File: config.mk
export PLATFORM = sky130hd
export DESIGN_NAME = gf_mac_serial
export DESIGN_NICKNAME = d
export VERILOG_FILES = /design/src/rtl/gf_mac_serial.sv
export SDC_FILE = /design/constraint.sdc
export NUM_CORES = 1
export LEC_CHECK = 0
export CELL_PAD_IN_SITES_DETAIL_PLACEMENT = 1
export CELL_PAD_IN_SITES_GLOBAL_PLACEMENT = 2
export CORE_MARGIN = 2
export CORE_UTILIZATION = 35
export CTS_CLUSTER_SIZE = 20
export DETAILED_ROUTE_END_ITERATION = 8
export GPL_TIMING_DRIVEN = 1
export PLACE_DENSITY = 0.81
export SLEW_MARGIN = 0
export SYNTH_ARGS = -nofsm -noshare
export SYNTH_HDL_FRONTEND = slang
export SYNTH_SLANG_ARGS = --single-unit
File: constraint.sdc
create_clock -name CLK -period 4.6 [get_ports CLK]
set_clock_uncertainty 0.15 [all_clocks]
set_input_delay 1.15 -clock CLK [delete_from_list [all_inputs] [get_ports CLK]]
set_output_delay 1.15 -clock CLK [all_outputs]
set_load 0.05 [all_outputs]
File: src/rtl/gf_mac_serial.sv
// gf_mac_serial -- iterative GF(2^M) multiply-accumulate engine.
//
// Computes P = A*B mod POLY bit-serially, MSB-first (Horner), and optionally
// XORs the product into an internal accumulator. After an operand is
// accepted, the engine takes M RUN cycles, then holds the result in DONE
// until the downstream side accepts it.
//
// Build option:
//   GF_MAC_DIGIT2_EN  when defined, two Horner steps run per RUN cycle, so
//                     the latency drops to ceil(M/2) RUN cycles. Results are
//                     the same as in the one-bit-per-cycle build.
//
// Parameters:
//   M     field width in bits (2..16)
//   POLY  primitive polynomial, M+1 bits, bit M set
//
// Ports:
//   CLK        clock, rising edge
//   RESET      synchronous active-high reset
//   in_valid   operand valid
//   in_ready   engine can accept operands (IDLE)
//   in_a       multiplicand A
//   in_b       multiplier B
//   in_acc     1: result = A*B ^ acc_reg, 0: result = A*B
//   acc_clr    clear accumulator (honoured in IDLE only)
//   out_valid  result valid (DONE)
//   out_ready  downstream accepts result
//   out_p      result
//   busy       high in RUN or DONE
module gf_mac_serial #(
    parameter int unsigned M    = 8,
    parameter logic [M:0]  POLY = 9'h11D
) (
    input  logic         CLK,
    input  logic         RESET,
    input  logic         in_valid,
    output logic         in_ready,
    input  logic [M-1:0] in_a,
    input  logic [M-1:0] in_b,
    input  logic         in_acc,
    input  logic         acc_clr,
    output logic         out_valid,
    input  logic         out_ready,
    output logic [M-1:0] out_p,
    output logic         busy
);

    localparam int unsigned CW = $clog2(M + 1);

`ifdef GF_MAC_DIGIT2_EN
    // For odd M the counter starts one above the MSB. b_reg carries a zero
    // bit there, and a Horner step on a zero partial with a zero bit keeps it
    // zero, so the first cycle effectively handles bit M-1 on its own.
    localparam int unsigned   STEP      = 2;
    localparam logic [CW-1:0] CNT_START = CW'(M - 1 + (M % 2));
    localparam logic [CW-1:0] CNT_LAST  = CW'(1);
`else
    localparam int unsigned   STEP      = 1;
    localparam logic [CW-1:0] CNT_START = CW'(M - 1);
    localparam logic [CW-1:0] CNT_LAST  = '0;
`endif

    typedef enum logic [1:0] {
        IDLE,
        RUN,
        DONE
    } state_t;

    state_t        state;
    state_t        state_next;

    logic [M-1:0]  a_reg;
    logic [M:0]    b_reg;       // top bit always zero, see CNT_START
    logic          acc_flag;
    logic [M-1:0]  partial;
    logic [M-1:0]  acc_reg;
    logic [CW-1:0] cnt;

    logic [M-1:0]  partial_next;
    logic [M-1:0]  result;

    // Multiply by x modulo POLY.
    function automatic logic [M-1:0] xtime(input logic [M-1:0] v);
        return {v[M-2:0], 1'b0} ^ (v[M-1] ? POLY[M-1:0] : '0);
    endfunction

    // NOTE: every signal driven here gets a value before any condition, so
    // no path leaves it unassigned and no latch is inferred.
    always_comb begin
        partial_next = xtime(partial) ^ (b_reg[cnt] ? a_reg : '0);
`ifdef GF_MAC_DIGIT2_EN
        partial_next = xtime(partial_next) ^ (b_reg[cnt - CW'(1)] ? a_reg : '0);
`endif
        result = partial_next ^ (acc_flag ? acc_reg : '0);
    end

    always_comb begin
        state_next = state;
        in_ready   = 1'b0;
        out_valid  = 1'b0;
        busy       = 1'b1;
        case (state)
            IDLE: begin
                in_ready = 1'b1;
                busy     = 1'b0;
                if (in_valid) state_next = RUN;
            end
            RUN: begin
                if (cnt == CNT_LAST) state_next = DONE;
            end
            DONE: begin
                out_valid = 1'b1;
                if (out_ready) state_next = IDLE;
            end
            default: begin
                state_next = IDLE;
            end
        endcase
    end

    // NOTE: state registers use non-blocking assignments so every register
    // samples the pre-edge values, independent of statement order.
    always_ff @(posedge CLK) begin
        if (RESET) begin
            state    <= IDLE;
            a_reg    <= '0;
            b_reg    <= '0;
            acc_flag <= 1'b0;
            partial  <= '0;
            cnt      <= '0;
            acc_reg  <= '0;
            out_p    <= '0;
        end else begin
            state <= state_next;
            case (state)
                IDLE: begin
                    // The clear lands at the accept edge, and acc_reg is only
                    // read at the end of RUN, so a same-edge op sees zero.
                    if (acc_clr) acc_reg <= '0;
                    if (in_valid) begin
                        a_reg    <= in_a;
                        b_reg    <= {1'b0, in_b};
                        acc_flag <= in_acc;
                        partial  <= '0;
                        cnt      <= CNT_START;
                    end
                end
                RUN: begin
                    partial <= partial_next;
                    cnt     <= cnt - CW'(STEP);
                    if (cnt == CNT_LAST) begin
                        out_p   <= result;
                        acc_reg <= result;
                    end
                end
                default: begin
                end
            endcase
        end
    end

endmodule

Word-level counts from Yosys, hierarchy flattened
Index checks and enable logic that the tools add are counted.

Add/sub/neg operators: 1. $mul: 0. Div/mod/pow operators: 0. Order comparisons: 1. Equality and inequality tests: 6. Shift operators: 0. Multiplexer cells: 19. Bitwise logic cells: 3. Reductions and logical operators: 8.

Operators by type and width (count): $mux W8 (5); $pmux W8 S2 (2); $xor A8 B8 Y8 (2); $ne A2 B2 Y1 const B (4); $pmux W4 S2 (1); $xor A8 B5 Y8 (1); $mux W2 (3); $pmux W2 S3 (1); $reduce_and A2 Y1 (3); $reduce_and A3 Y1 (2); $lt A4 B5 Y1 const B (1); $mux W5 (1); $bmux W1 S4 (1); $logic_not A4 Y1 (1); $mux W1 (4); $mux W4 (1); $sub A4 B1 Y4 const B (1); $eq A2 B1 Y1 const B (1); $eq A2 B2 Y1 const B (1); $logic_not A2 Y1 (1); $reduce_bool A2 Y1 (1).

Register bits: 47. Latch bits: 0. Bits in writable memories: 0. Memory bits (read-only): 0. Bits of input ports: 22. Word-level logic and storage cells: 46. Memories: 0.

Longest topological paths before layout
Gate-level depths: netlist of the first run.

Depth in word-level cells: 7. Mapped depth: 9. Depth with buffers taken out: 7.

Worst setup path before layout of the first run
Ideal clock, no wire load.

Path type: flip-flop to output port. Start point: register state[0]. End point: output port busy. Data arrival time: 1656 ps. Data required time: 3300 ps. Path slack: 1644 ps. Cell stages (with the launch flop): 4. Path buffers: 1. Path through: dfxtp_1 > clkbuf_1 > nor2_1 > inv_1.

Cells in the longest elaborated chain, start to end: 2.

RTL lines: from (decl) (line 69) `state_t state;`; from (signal assigned) (line 134) `state <= state_next;`; $logic_not A2 Y1 (line 102) `case (state)`; $mux W1 (line 102); to (decl) (line 45) `output logic busy`.

Every way passes these cells.

Worst setup path in the final report of the first run
Start point: register state[0]. End point: output port in_ready.

Cells in the longest elaborated chain, start to end: 2.

RTL lines: $logic_not A2 Y1 (line 102); $mux W1 (line 102); to (decl) (line 37) `output logic in_ready,`.

Every way passes these cells.

==> results of run 1 <==
## area by class of cell
type,count,share of cell area (%)
clock buffers,7,2.747
inverters,5,0.6754
clock inverters,1,0.1801
flip-flops and latches,47,33.86
repair buffers,35,12.34
multi-input cells,202,46.74
well taps,77,3.467
## power by group
part | switching (mW) | internal [mW] | total (mW)
combinational | 0.128 | 0.0852 | 0.213
sequential | 0.0226 | 0.430 | 0.453
clock | 0.139 | 0.107 | 0.245
## cell usage after synthesis (2+ instances only)
| cell | instances |
|---|---|
| o211ai_1 | 9 |
| and3_4 | 4 |
| and2_2 | 3 |
| inv_1 | 5 |
| nor2_1 | 4 |
| nor2b_1 | 4 |
| nand4b_1 | 3 |
| and3_1 | 3 |
| buf_6 | 2 |
| xnor3_1 | 3 |
| a21oi_1 | 29 |
| and4_1 | 3 |
| buf_2 | 4 |
| or3_1 | 2 |
| nand2b_1 | 2 |
| nand3_1 | 12 |
| o221a_2 | 3 |
| clkbuf_1 | 10 |
| and2_1 | 3 |
| xnor2_1 | 7 |
| nand3b_1 | 3 |
| a31o_2 | 3 |
| mux2_2 | 3 |
| mux2i_1 | 2 |
| xor2_1 | 2 |
| o21ai_0 | 9 |
| nand2_1 | 62 |
| dfxtp_1 | 47 |
| a21o_1 | 2 |
| nand4_1 | 5 |
| xor2_2 | 3 |
| mux2_4 | 3 |
## stage by stage
stage	area, um2	total power [mW]	util (%)	hold slack (ns)
2_1_floorplan	2342	0.6158	-	0.2829
3_3_place_gp	2698	0.6762	42.00	0.2924
3_5_place_dp	2698	0.6802	42.00	0.3030
4_1_cts	2779	0.9266	43.27	0.3150
5_1_grt	2779	0.9732	43.27	0.3290
6_report	2779	0.9119	43.27	0.3120
## layer usage
metal  routed length [um]  vias up  GRT usage (%)
met5                    0        -              0
met4                   93        0          6.494
met3                  126        8          2.887
met2                 2645       26          27.06
met1                 2751      932          22.72
li1                     -     1000              -
## critical path, cell delays in order (launching register included)
cell and delay (ns):
dfxtp_1 0.38, nor2_1 0.24, clkdlybuf4s50_1 0.85
## final timing paths
check	start	to	slack (ns)
hold reg to reg	a_reg[7]$_SDFFE_PP0P_	a_reg[7]$_SDFFE_PP0P_	0.31
setup / recovery	state[0]$_SDFFE_PP0P_	in_ready	1.53
hold / removal	a_reg[7]$_SDFFE_PP0P_	a_reg[7]$_SDFFE_PP0P_	0.31
setup reg to reg	cnt[0]$_SDFFE_PP0P_	out_p[5]$_SDFFE_PP0P_	1.98
## logic make-up after synthesis
logic type,Yosys count,share of synthesized area (%)
mux,8,4.220
xor+xnor,15,8.333
fa+ha+maj,1,0.5341
simple gates,116,25.11
compound gates,62,17.25
buf+inv,22,4.380
flops,47,40.17
==> qor.txt, run 1 <==
DP Cell Count: 366
CP Capture Type: primary output
critical-path maximum fanout: 8
total gr overflow: 0
worst hold path type: flip-flop to flip-flop
commonest non-fill, non-tap cell in the layout: nand2_1
RSZ-0062 raised after global routing: false
Core Region: 6422 um2
first-pass detailed-route iteration total: 6
Via density: 5.257
antenna cells: 0
setup_tns: 0 ns
Iteration-0 DRC Markers: 80
wire length of the first global-routing pass: 9777 um
top cell type's share of synthesized area: 40.17%
clock latency on the worst-skew pair: 0.30 ns
Least-Margin Pin Slew: 0.9322 ns
Synth Warn #: 0
max_slew headroom: 37.70%
routed len/inst: 15.02 um
WP data arrival: 1.77 ns
H-tree depth: 2
CTS tree: done
area of the die: 7363 um2
Root Buffer Master: clkbuf_8
clock tree buffer depth: 2
Worst-path clk slew: 0.08 ns
Final Cycle Share: 66.63%
Critical Path RT: 3.30 ns
Remaining DRCs: 0
Most used DFF post-synth: dfxtp_1
CTS hold repair buffers: 0
clock sinks: 47
filler instances: 769
Worst VDD drop: 0.0001343 V
most frequent cells in the layout: 62 x nand2_1, 47 x dfxtp_1, 32 x clkdlybuf4s50_1
Vias: 1966
Total GRT Usage: 16.88%
Syn Nets: 294
# Max-Cap Violations: 0
multi-input logic area: 1299 um2
final worst setup slack: 1.535 ns
Routability Congestion: 0.7074
Post-Syn Area per Cell: 8.643 um2
sequential area share after synthesis: 40.17%
P&R area growth vs syn: 18.64%
area leader, netlist: dfxtp_1
#FFs+latches synth: 47
Mapped Area: 2342 um2
async set or reset register ratio after synthesis: 0%
Post-synth EDFFs: 0
critical path class: flip-flop to primary output
Reg area: 940.9 um2
# rows: 29
Final ANT Viol Nets: 0
initial antenna violation count: 0
cts bufs inserted: 5
Total Wirelength: 5617 um
Hold Path Stages: 2
share of layout cells above drive strength 1: 11.11%
Slew Viols, Final: 0
status: completed
Max Clk Rate: 326.2 MHz
I/O Buffers: 32
critical path startpoint category: flip-flop
fin cells: 374
Setup WS pre-CTS: 1.346 ns
# resized after CTS: 0
DPL Wire Length: 4275 um
largest net degree at the start of global routing: 29
Tmin final: 3.065 ns
Die Height: 85.81 um
synth top area cells: dfxtp_1 40%, nand2_1 9.9%, a21oi_1 6.2%
Power per Cell Area: 328.2 nW/um2
Leakage: 1.000 nW
Layout Nets: 319
# setup viols final: 0
# Post-CTS Setup Buffers: 0
chip width: 85.81 um
final hold violations: 0
vias in the first global route: 1993
FF-to-FF path depth: 7
Syn Inst Count: 271
Unique masters post-synth: 44
Initial Util: 36.47%
Ports: 33
Power figures use the tool's default switching activity.
==> inputs of run 2 (changes only) <==
--- a/config.mk
+++ b/config.mk
@@ -8,11 +8,11 @@
 export CELL_PAD_IN_SITES_DETAIL_PLACEMENT = 1
 export CELL_PAD_IN_SITES_GLOBAL_PLACEMENT = 2
 export CORE_MARGIN = 2
-export CORE_UTILIZATION = 35
+export CORE_UTILIZATION = 33
 export CTS_CLUSTER_SIZE = 20
 export DETAILED_ROUTE_END_ITERATION = 8
 export GPL_TIMING_DRIVEN = 1
-export PLACE_DENSITY = 0.81
+export PLACE_DENSITY = 0.77
 export SLEW_MARGIN = 0
 export SYNTH_ARGS = -nofsm -noshare
 export SYNTH_HDL_FRONTEND = slang
==> constraint.sdc (replaced) <==
create_clock -name CLK -period 3.1 [get_ports CLK]
set_clock_uncertainty 0.15 [all_clocks]
set_input_delay 0.775 -clock CLK [delete_from_list [all_inputs] [get_ports CLK]]
set_output_delay 0.775 -clock CLK [all_outputs]
set_load 0.05 [all_outputs]
==> qor.txt, run 2 (synthesis results as in run 1) <==
Die Height: 88.25 um (+2.8%)
Slew Viols, Final: 0 (unchanged)
commonest non-fill, non-tap cell in the layout: nand2_1
Vias: 1995 (+1.5%)
worst hold path type: flip-flop to flip-flop
Critical Path RT: 2.17 ns (-1.13 ns)
min-delay src: b_reg[6]$_SDFFE_PP0P_
status: completed
CP Launch Point: state[0]$_SDFFE_PP0P_
wire length of the first global-routing pass: 9873 um (+0.98%)
Seq pwr share: 48.8% (-0.9 points)
final worst setup slack: 0.4099 ns (-1.125 ns)
WP data arrival: 1.77 ns (about the same)
area of the die: 7787 um2 (+5.8%)
# resized after CTS: 0 (unchanged)
Tmin final: 2.690 ns
clock latency on the worst-skew pair: 0.30 ns (about the same)
Leakage: 1.013 nW (+1.3%)
Total GRT Usage: 16.26% (-0.62 points)
chip width: 88.25 um (+2.8%)
Total Wirelength: 5683 um (+1.2%)
# setup viols final: 0 (unchanged)
GR peak layer: met2
GR Util met2: 27.68% (+0.62 points)
combinational power share: 24.0% (+0.6 points)
routed len/inst: 14.35 um (-4.4%)
DP Cell Count: 388 (+6.0%)
first-pass detailed-route iteration total: 4 (-2)
CTS tree: done
Iteration-0 DRC Markers: 69 (-14%)
total gr overflow: 0 (unchanged)
H-tree depth: 2 (unchanged)
sw frac: 32.12% (+0.39 points)
met1 GRT Util: 20.92% (-1.8 points)
Int Power: 0.9342 mW (+50%)
Final ANT Viol Nets: 0 (unchanged)
Least-Margin Pin Slew: 0.7239 ns (-0.2083 ns)
crit path cell chain: nor2_1 -> clkdlybuf4s50_1
slowest CP cell: clkdlybuf4s50_1
most frequent cells in the layout: 62 x nand2_1, 47 x dfxtp_1, 32 x clkdlybuf4s50_1
share of layout cells above drive strength 1: 12.33% (+1.2 points)
initial antenna violation count: 0 (unchanged)
vias in the first global route: 2043 (+2.5%)
RSZ-0062 raised after global routing: false
Max Clk Rate: 371.7 MHz
largest net degree at the start of global routing: 25 (-14%)
# Max-Cap Violations: 0 (unchanged)
# Post-CTS Setup Buffers: 0 (unchanged)
Worst-path clk slew: 0.08 ns (about the same)
setup_tns: 0 ns (unchanged)
Initial Util: 34.29% (-2.2 points)
dpl cell area: 2744 um2 (+1.7%)
post-layout power: 1.376 mW (+51%)
Via density: 5.038 (-4.2%)
clock sinks: 47 (unchanged)
Root Buffer Master: clkbuf_8
Power per Cell Area: 486.5 nW/um2 (+48%)
cts bufs inserted: 5 (unchanged)
max_slew headroom: 51.74% (+14 points)
Setup WS pre-CTS: 0.4057 ns (-0.9402 ns)
Layout Nets: 322 (+0.94%)
clock tree buffer depth: 2 (unchanged)
Final Cell Area: 2829 um2 (+1.8%)
P_sw: 0.4421 mW (+53%)
I/O Buffers: 32 (unchanged)
Ports: 33 (unchanged)
critical-path maximum fanout: 8 (unchanged)
crit-path max cell delay: 0.85 ns (about the same)
critical path startpoint category: flip-flop
antenna cells: 0 (unchanged)
P&R area growth vs syn: 20.78%
CTS hold repair buffers: 0 (unchanged)
Core Region: 6832 um2 (+6.4%)
Final Cycle Share: 86.78%
DPL Wire Length: 4278 um (about the same)
Worst VDD drop: 0.0001843 V (+37%)
met3 Resource Use GR: 3.451% (+0.56 points)
final hold violations: 0 (unchanged)
fin cells: 396 (+5.9%)
# rows: 30 (+3.4%)
CP Capture Type: primary output
critical path class: flip-flop to primary output
worst r2r src: cnt[0]$_SDFFE_PP0P_
Routability Congestion: 0.7173 (+1.4%)
clock power share: 27.2% (+0.3 points)
Remaining DRCs: 0 (unchanged)
## run 2: through the flow
step | utilization, % | hold slack, ns
after global placement | 40.16 | 0.2942
after detailed placement | 40.16 | 0.3010
final | 41.41 | 0.3092
after global routing | 41.41 | 0.3316
after CTS | 41.41 | 0.3152
after floorplan | - | 0.2829
## run 2: path summary, 6_finish.rpt
path	endpoint	slack, ns	cells after the start
min reg2reg	b_reg[6]$_SDFFE_PP0P_	0.31	2
max	in_ready	0.41	2
min	b_reg[6]$_SDFFE_PP0P_	0.31	2
max reg2reg	acc_reg[4]$_SDFFE_PP0P_	0.63	8
## run 2: power by group through the flow
stage | combinational [mW] | clock (mW) | sequential, mW
after CTS | 0.337 | 0.393 | 0.673
after detailed placement | 0.335 | 0 | 0.687
after floorplan | 0.226 | 0 | 0.687
after global routing | 0.369 | 0.413 | 0.679
after global placement | 0.330 | 0 | 0.687
final | 0.330 | 0.374 | 0.672
## run 2: cell type report
type	count	area, um2
Clock inverter	2	12.51
Clock buffer	6	72.57
Tap cell	96	120.1
Timing Repair Buffer	38	365.4
Fill cell	836	4003
Sequential cell	47	940.9
Multi-Input combinational cell	202	1299
Inverter	5	18.77
## run 2: metal layers
metal / vias to the layer above / share of wire [%]
met5: - / 0
met4: 0 / 1.4
met3: 7 / 1.9
met2: 27 / 49
met1: 949 / 48
li1: 1012 / -
## run 2: worst max-delay path, delay by kind of cell (launching register included)
| kind | cells | cell delay, ns |
|---|---|---|
| flip-flops | 1 | 0.38 |
| buffers and inverters | 1 | 0.85 |
| AND/OR/NAND/NOR | 1 | 0.24 |
